## src/rtl/ber_seq_pkg.sv

```systemverilog
// Shared encodings and widths for the BER test sequencer and its watchdog.
package ber_seq_pkg;

  localparam logic [2:0] ST_IDLE   = 3'd0;
  localparam logic [2:0] ST_CLEAR  = 3'd1;
  localparam logic [2:0] ST_ALIGN  = 3'd2;
  localparam logic [2:0] ST_ARM    = 3'd3;
  localparam logic [2:0] ST_BURST  = 3'd4;
  localparam logic [2:0] ST_FINISH = 3'd5;

  typedef enum logic [2:0] {
    IDLE   = ST_IDLE,
    CLEAR  = ST_CLEAR,
    ALIGN  = ST_ALIGN,
    ARM    = ST_ARM,
    BURST  = ST_BURST,
    FINISH = ST_FINISH
  } state_e;

  // Must match the receiver's checking window length.
  localparam int BURST_LEN = 1024;
  localparam int RECV_W    = 58;
  localparam int ERR_W     = 64;
  localparam int NB_W      = 16;
  localparam int WD_W      = 16;

endpackage

```

## src/rtl/ber_watchdog.sv

```systemverilog
// No-progress watchdog: counts enabled cycles, fires on the cycle the count reaches TIMEOUT_CYC.
module ber_watchdog
  import ber_seq_pkg::*;
#(
  parameter int TIMEOUT_CYC = 65535
) (
  input  logic clk_i,
  input  logic rst_i,
  input  logic clr_i,
  input  logic en_i,
  output logic expired_o
);

  logic [WD_W-1:0] cnt_q, cnt_d;

  always_comb begin
    cnt_d = cnt_q;
    if (clr_i)     cnt_d = '0;
    else if (en_i) cnt_d = cnt_q + 1'b1;
  end

  always_ff @(posedge clk_i) begin
    if (rst_i) cnt_q <= '0;
    else       cnt_q <= cnt_d;
  end

  assign expired_o = en_i && !clr_i && (cnt_d == WD_W'(TIMEOUT_CYC));

endmodule

```

## src/rtl/ber_test_sequencer.sv

```systemverilog
// Run sequencer for the PRBS receiver: clear, wait for alignment, arm NBURST windows,
// track completion via the received-word count, then snapshot results.
module ber_test_sequencer
  import ber_seq_pkg::*;
#(
  parameter int ALIGN_STABLE = 16,
  parameter int TIMEOUT_CYC  = 65535
) (
  input  logic              clk_i,
  input  logic              rst_i,
  input  logic              start_i,
  input  logic              abort_i,
  input  logic [NB_W-1:0]   nburst_i,
  input  logic              aligned_i,
  input  logic [RECV_W-1:0] recv_cnt_i,
  input  logic [ERR_W-1:0]  err_cnt_i,
  output logic              clr_o,
  output logic              init_o,
  output logic              busy_o,
  output logic              done_o,
  output logic              timeout_o,
  output logic              aborted_o,
  output logic [NB_W-1:0]   burst_cnt_o,
  output logic [ERR_W-1:0]  res_err_o,
  output logic [RECV_W-1:0] res_recv_o
);

  localparam logic [15:0]       STABLE_TGT = 16'(ALIGN_STABLE);
  localparam logic [RECV_W-1:0] WIN_LEN    = RECV_W'(BURST_LEN);

  state_e            state_q, state_d;
  logic [NB_W-1:0]   nb_q, nb_d;
  logic [NB_W-1:0]   burst_cnt_q, burst_cnt_d;
  logic [RECV_W-1:0] base_q, base_d;
  logic [RECV_W-1:0] prev_q;
  logic [15:0]       stable_q, stable_d;
  logic              done_q, done_d;
  logic              timeout_q, timeout_d;
  logic              aborted_q, aborted_d;
  logic [ERR_W-1:0]  res_err_q, res_err_d;
  logic [RECV_W-1:0] res_recv_q, res_recv_d;

  logic [RECV_W-1:0] delta;
  logic              progress, in_wait, wd_clr, wd_exp;

  // Modulo-2^58 distance so a base near the top of the counter still completes.
  assign delta    = recv_cnt_i - base_q;
  assign progress = (recv_cnt_i != prev_q);
  assign in_wait  = (state_q == ALIGN) || (state_q == BURST);
  assign wd_clr   = !in_wait || ((state_q == BURST) && progress);

  ber_watchdog #(.TIMEOUT_CYC(TIMEOUT_CYC)) u_wd (
    .clk_i     (clk_i),
    .rst_i     (rst_i),
    .clr_i     (wd_clr),
    .en_i      (in_wait),
    .expired_o (wd_exp)
  );

  always_comb begin
    state_d     = state_q;
    nb_d        = nb_q;
    burst_cnt_d = burst_cnt_q;
    base_d      = base_q;
    stable_d    = stable_q;
    done_d      = done_q;
    timeout_d   = timeout_q;
    aborted_d   = aborted_q;
    res_err_d   = res_err_q;
    res_recv_d  = res_recv_q;

    case (state_q)
      IDLE: begin
        if (start_i && (nburst_i != '0)) begin
          state_d     = CLEAR;
          done_d      = 1'b0;
          timeout_d   = 1'b0;
          aborted_d   = 1'b0;
          burst_cnt_d = '0;
        end
      end
      CLEAR: begin
        nb_d     = nburst_i;
        stable_d = '0;
        if (abort_i) begin
          state_d   = FINISH;
          aborted_d = 1'b1;
        end else begin
          state_d = ALIGN;
        end
      end
      ALIGN: begin
        stable_d = aligned_i ? stable_q + 1'b1 : '0;
        if (abort_i) begin
          state_d   = FINISH;
          aborted_d = 1'b1;
        end else if (stable_d == STABLE_TGT) begin
          state_d = ARM;
        end else if (wd_exp) begin
          state_d   = FINISH;
          timeout_d = 1'b1;
        end
      end
      ARM: begin
        base_d = recv_cnt_i;
        if (abort_i) begin
          state_d   = FINISH;
          aborted_d = 1'b1;
        end else begin
          state_d = BURST;
        end
      end
      BURST: begin
        if (abort_i) begin
          state_d   = FINISH;
          aborted_d = 1'b1;
        end else if (delta == WIN_LEN) begin
          burst_cnt_d = burst_cnt_q + 1'b1;
          state_d     = (burst_cnt_d == nb_q) ? FINISH : ARM;
        end else if (wd_exp) begin
          state_d   = FINISH;
          timeout_d = 1'b1;
        end
      end
      FINISH: begin
        res_err_d  = err_cnt_i;
        res_recv_d = recv_cnt_i;
        done_d     = 1'b1;
        state_d    = IDLE;
      end
      default: state_d = IDLE;
    endcase
  end

  always_ff @(posedge clk_i) begin
    if (rst_i) begin
      state_q     <= IDLE;
      nb_q        <= '0;
      burst_cnt_q <= '0;
      base_q      <= '0;
      prev_q      <= '0;
      stable_q    <= '0;
      done_q      <= 1'b0;
      timeout_q   <= 1'b0;
      aborted_q   <= 1'b0;
      res_err_q   <= '0;
      res_recv_q  <= '0;
    end else begin
      state_q     <= state_d;
      nb_q        <= nb_d;
      burst_cnt_q <= burst_cnt_d;
      base_q      <= base_d;
      prev_q      <= recv_cnt_i;
      stable_q    <= stable_d;
      done_q      <= done_d;
      timeout_q   <= timeout_d;
      aborted_q   <= aborted_d;
      res_err_q   <= res_err_d;
      res_recv_q  <= res_recv_d;
    end
  end

  assign clr_o       = (state_q == CLEAR);
  assign init_o      = (state_q == ARM);
  assign busy_o      = (state_q != IDLE);
  assign done_o      = done_q;
  assign timeout_o   = timeout_q;
  assign aborted_o   = aborted_q;
  assign burst_cnt_o = burst_cnt_q;
  assign res_err_o   = res_err_q;
  assign res_recv_o  = res_recv_q;

endmodule

```

## config.mk

```make
export PLATFORM = sky130hd
export DESIGN_NAME = ber_test_sequencer
export DESIGN_NICKNAME = d
export VERILOG_FILES = /design/src/rtl/ber_seq_pkg.sv /design/src/rtl/ber_watchdog.sv /design/src/rtl/ber_test_sequencer.sv
export SDC_FILE = /design/constraint.sdc
export NUM_CORES = 1
export LEC_CHECK = 0
export ABC_AREA = 0
export CAP_MARGIN = 30
export CORE_ASPECT_RATIO = 1.2
export CORE_UTILIZATION = 49
export DETAILED_ROUTE_END_ITERATION = 6
export GPL_TIMING_DRIVEN = 0
export PLACE_DENSITY = 0.77
export RECOVER_POWER = 100
export SYNTH_ARGS = -nofsm -noshare
export SYNTH_HDL_FRONTEND = slang
export SYNTH_SLANG_ARGS = --single-unit
```

## constraint.sdc

```tcl
create_clock -name clk_i -period 3.8 [get_ports clk_i]
set_input_delay 0.95 -clock clk_i [delete_from_list [all_inputs] [get_ports clk_i]]
set_output_delay 0.95 -clock clk_i [all_outputs]
set_load 0.005 [all_outputs]
```

==> run metrics <==
Max Cap Viol=0; worst setup margin=-179 ps; first-pass GRT wire length=92.7 mm; Peak VDD IR=0.000377 V; Die Y=208 um; Worst Setup End Kind=register; CP cell instances=buf_4 -> ha_4 -> buf_6 -> nand4_1 -> nor2_2 -> o311ai_4 -> a31oi_4 -> nor2_2 -> xor2_1 -> o21ai_2 -> or4b_4 -> and4bb_4 -> nand4_4 -> o31ai_2 -> a21o_1; crit-path leading delay family=simple AND/OR/NAND/NOR gates; failing checks=setup timing; crit path DAT=4460 ps; syn_area_per_cell=7.60 um2; initial antenna violation count=0; async set or reset register ratio after synthesis=0%; setup TNS=-2590 ps; DR DRC count=0; die area=0.0360 mm2; endpoints failing setup=19; number of global-route vias before repair=17.4k; Syn Inst Count=2,271; Most common cell on crit path=nor2_2; worst-margin pin slew=861 ps; Synth Net Count=2,474; crit share post-route=105%; Top FF cell, synth=dfxtp_1; post-detail-place hpwl=44.5 mm; Leakage=8.89 nW; Fmax achieved=0.251 GHz; most common cell after layout, fill and taps aside=nand2_1; sum of buffers and inverters on the critical path=2; I/O pins=287; Core Footprint=0.0344 mm2; Post-CTS Hold Buffers=0; skew final=20.2 ps; Die X=173 um; iteration count of the initial detailed-routing pass=6; Slew Limit Fails=0; worst-path maximum fanout=7; nets=2,861; endpoints failing hold=0; synthesized flop and latch total=308; Syn-to-layout area delta=39.5%; yosys warns=0; post-DR wirelength/cell=19.3 um; Crit-path slowest cell=or4b_4; CTS tree=done; CTS Sinks=308; Crit path required time=4280 ps; crit path kind=in2reg; Initial Util=50.2%; gr ovfl total=0; clock tree root buffer cell=clkbuf_16; vias=18.1k; final core utilization=70.1%; startpoint types=primary input; layout cells sized above 1=18.0%; sequential area share after synthesis=35.7%; Relative slew margins=42.6%; total power=8.22 mW; total CTS buffers=34; run status=complete, but fails checks; Post-Syn Area=0.0173 mm2; Unique masters post-synth=103; Tmin final=3980 ps; RSZ-0062 raised after global routing=yes; I/O Buffers=284; Total GRT Usage=32.1%; Site Rows=74; clock latency on the worst-skew pair=550 ps; Post-synth EDFFs=0; depth of the CTS H-tree=2; Final Wtd Congestion=0.998; Critical Path Max Stage Delay=510 ps; Worst Hold Class=reg2reg; Initial DRC Count=1,607; Power Density=341 mW/mm2; CTS clk-pin slew, worst paths=60 ps; final WL=60.7 mm; worst-case clock buffer depth=3; post-route ant nets=0; average vias per placed instance=5.77; most frequent cells in the layout=502 x nand2_1, 308 x dfxtp_1, 265 x a21oi_1, 144 x dlygate4sd3_1, 97 x buf_4; largest net degree at the start of global routing=20
## cells by family after synthesis
group	count (synthesis)	share of synthesized area [%]
AND/OR/NAND/NOR	974	26.6
adder cells (fa/ha/maj)	61	4.41
flip-flops	308	35.7
XOR/XNOR	137	6.95
multiplexers	9	0.558
AO/OA/AOI/OAI	568	20.3
buffers and inverters	214	5.47
## cells in the mapped netlist (all sizes together), types with 10 or more instances
cell type  count  area [um2]
nor3          31         155
o211ai        11        82.6
nand2b        13        88.8
ha            60         751
o31ai         14         119
or3           11        68.8
and3          21         136
o21a          15         113
a31oi         14        87.6
a21o          30         225
nand3b        10        75.1
xor2          84         736
nand4         50         349
a211oi        13         130
buf           36         246
nand2        519        1950
xnor2         53         464
inv           75         282
o21ai         83         434
and4          10        87.6
clkbuf       101         402
nand3         54         275
a21oi        316        1650
nor2         116         438
dfxtp        308        6170
nor4          35         234
nor2b         66         413
## per-stage QoR
stage          instance area [um2]  setup slack [ps]  hold slack [ps]  cells
2_1_floorplan                17400              -204              421   2271
3_3_place_gp                 20900             -1900              441   3011
3_5_place_dp                 20900             -1920              446   3011
4_1_cts                      23400             -85.8              453   3097
5_1_grt                      24100              -293              466   3136
6_report                     24100              -179              450   3137
## worst paths after layout
path	start	endpoint	slack (ps)	depth (start not counted)
max	recv_cnt_i[16]	burst_cnt_o[9]	-180	15
min	res_err_o[5]	res_err_o[5]	450	2
max reg2reg	base_q[4]	burst_cnt_o[9]	-40	15
min reg2reg	res_err_o[5]	res_err_o[5]	450	2
## registers in the layout, summed over array words and instances, names as in the netlist
signal	count
aborted_o	1
base_q	58
burst_cnt_o	16
done_o	1
nb_q	16
prev_q	58
res_err_o	64
res_recv_o	58
stable_q	16
state_q	3
timeout_o	1
u_wd.cnt_q	16
## cell type report
type,count,area [um2]
Sequential cell,308,6170
Inverter,76,289
Buffer,119,624
Clock buffer,49,988
Timing Repair Buffer,368,3410
Fill cell,2798,10300
Antenna cell,1,2.50
Clock inverter,9,121
Multi-Input combinational cell,1751,11900
Tap cell,456,571
## worst min-delay path: stages, from the launching register on
cell and delay, ps:
dfxtp_1 300, nand2_1 50, a21oi_1 50
## routing by layer
metal,vias up,part of all wire (%),GRT usage [%]
li1,8635,-,-
met1,8555,40,38.5
met2,717,48,55.6
met3,189,6.6,5.18
met4,0,5.2,15.3
met5,-,0,0
## where the power goes
part           switching [mW]  total (mW)  internal, mW  leakage (nW)
combinational           0.890        1.54         0.649          5.84
clock                    1.38        3.33          1.96         0.546
sequential             0.0404        3.35          3.30          2.50
## what timing repair did
item                                    CTS  global route
pin swaps                                76            34
gates resized for setup                 429           107
gates cloned                              1             1
setup buffers                            41            43
endpoints found under the hold margin     0             0
endpoints found under the setup margin   38            21
Power figures use the tool's default switching activity.
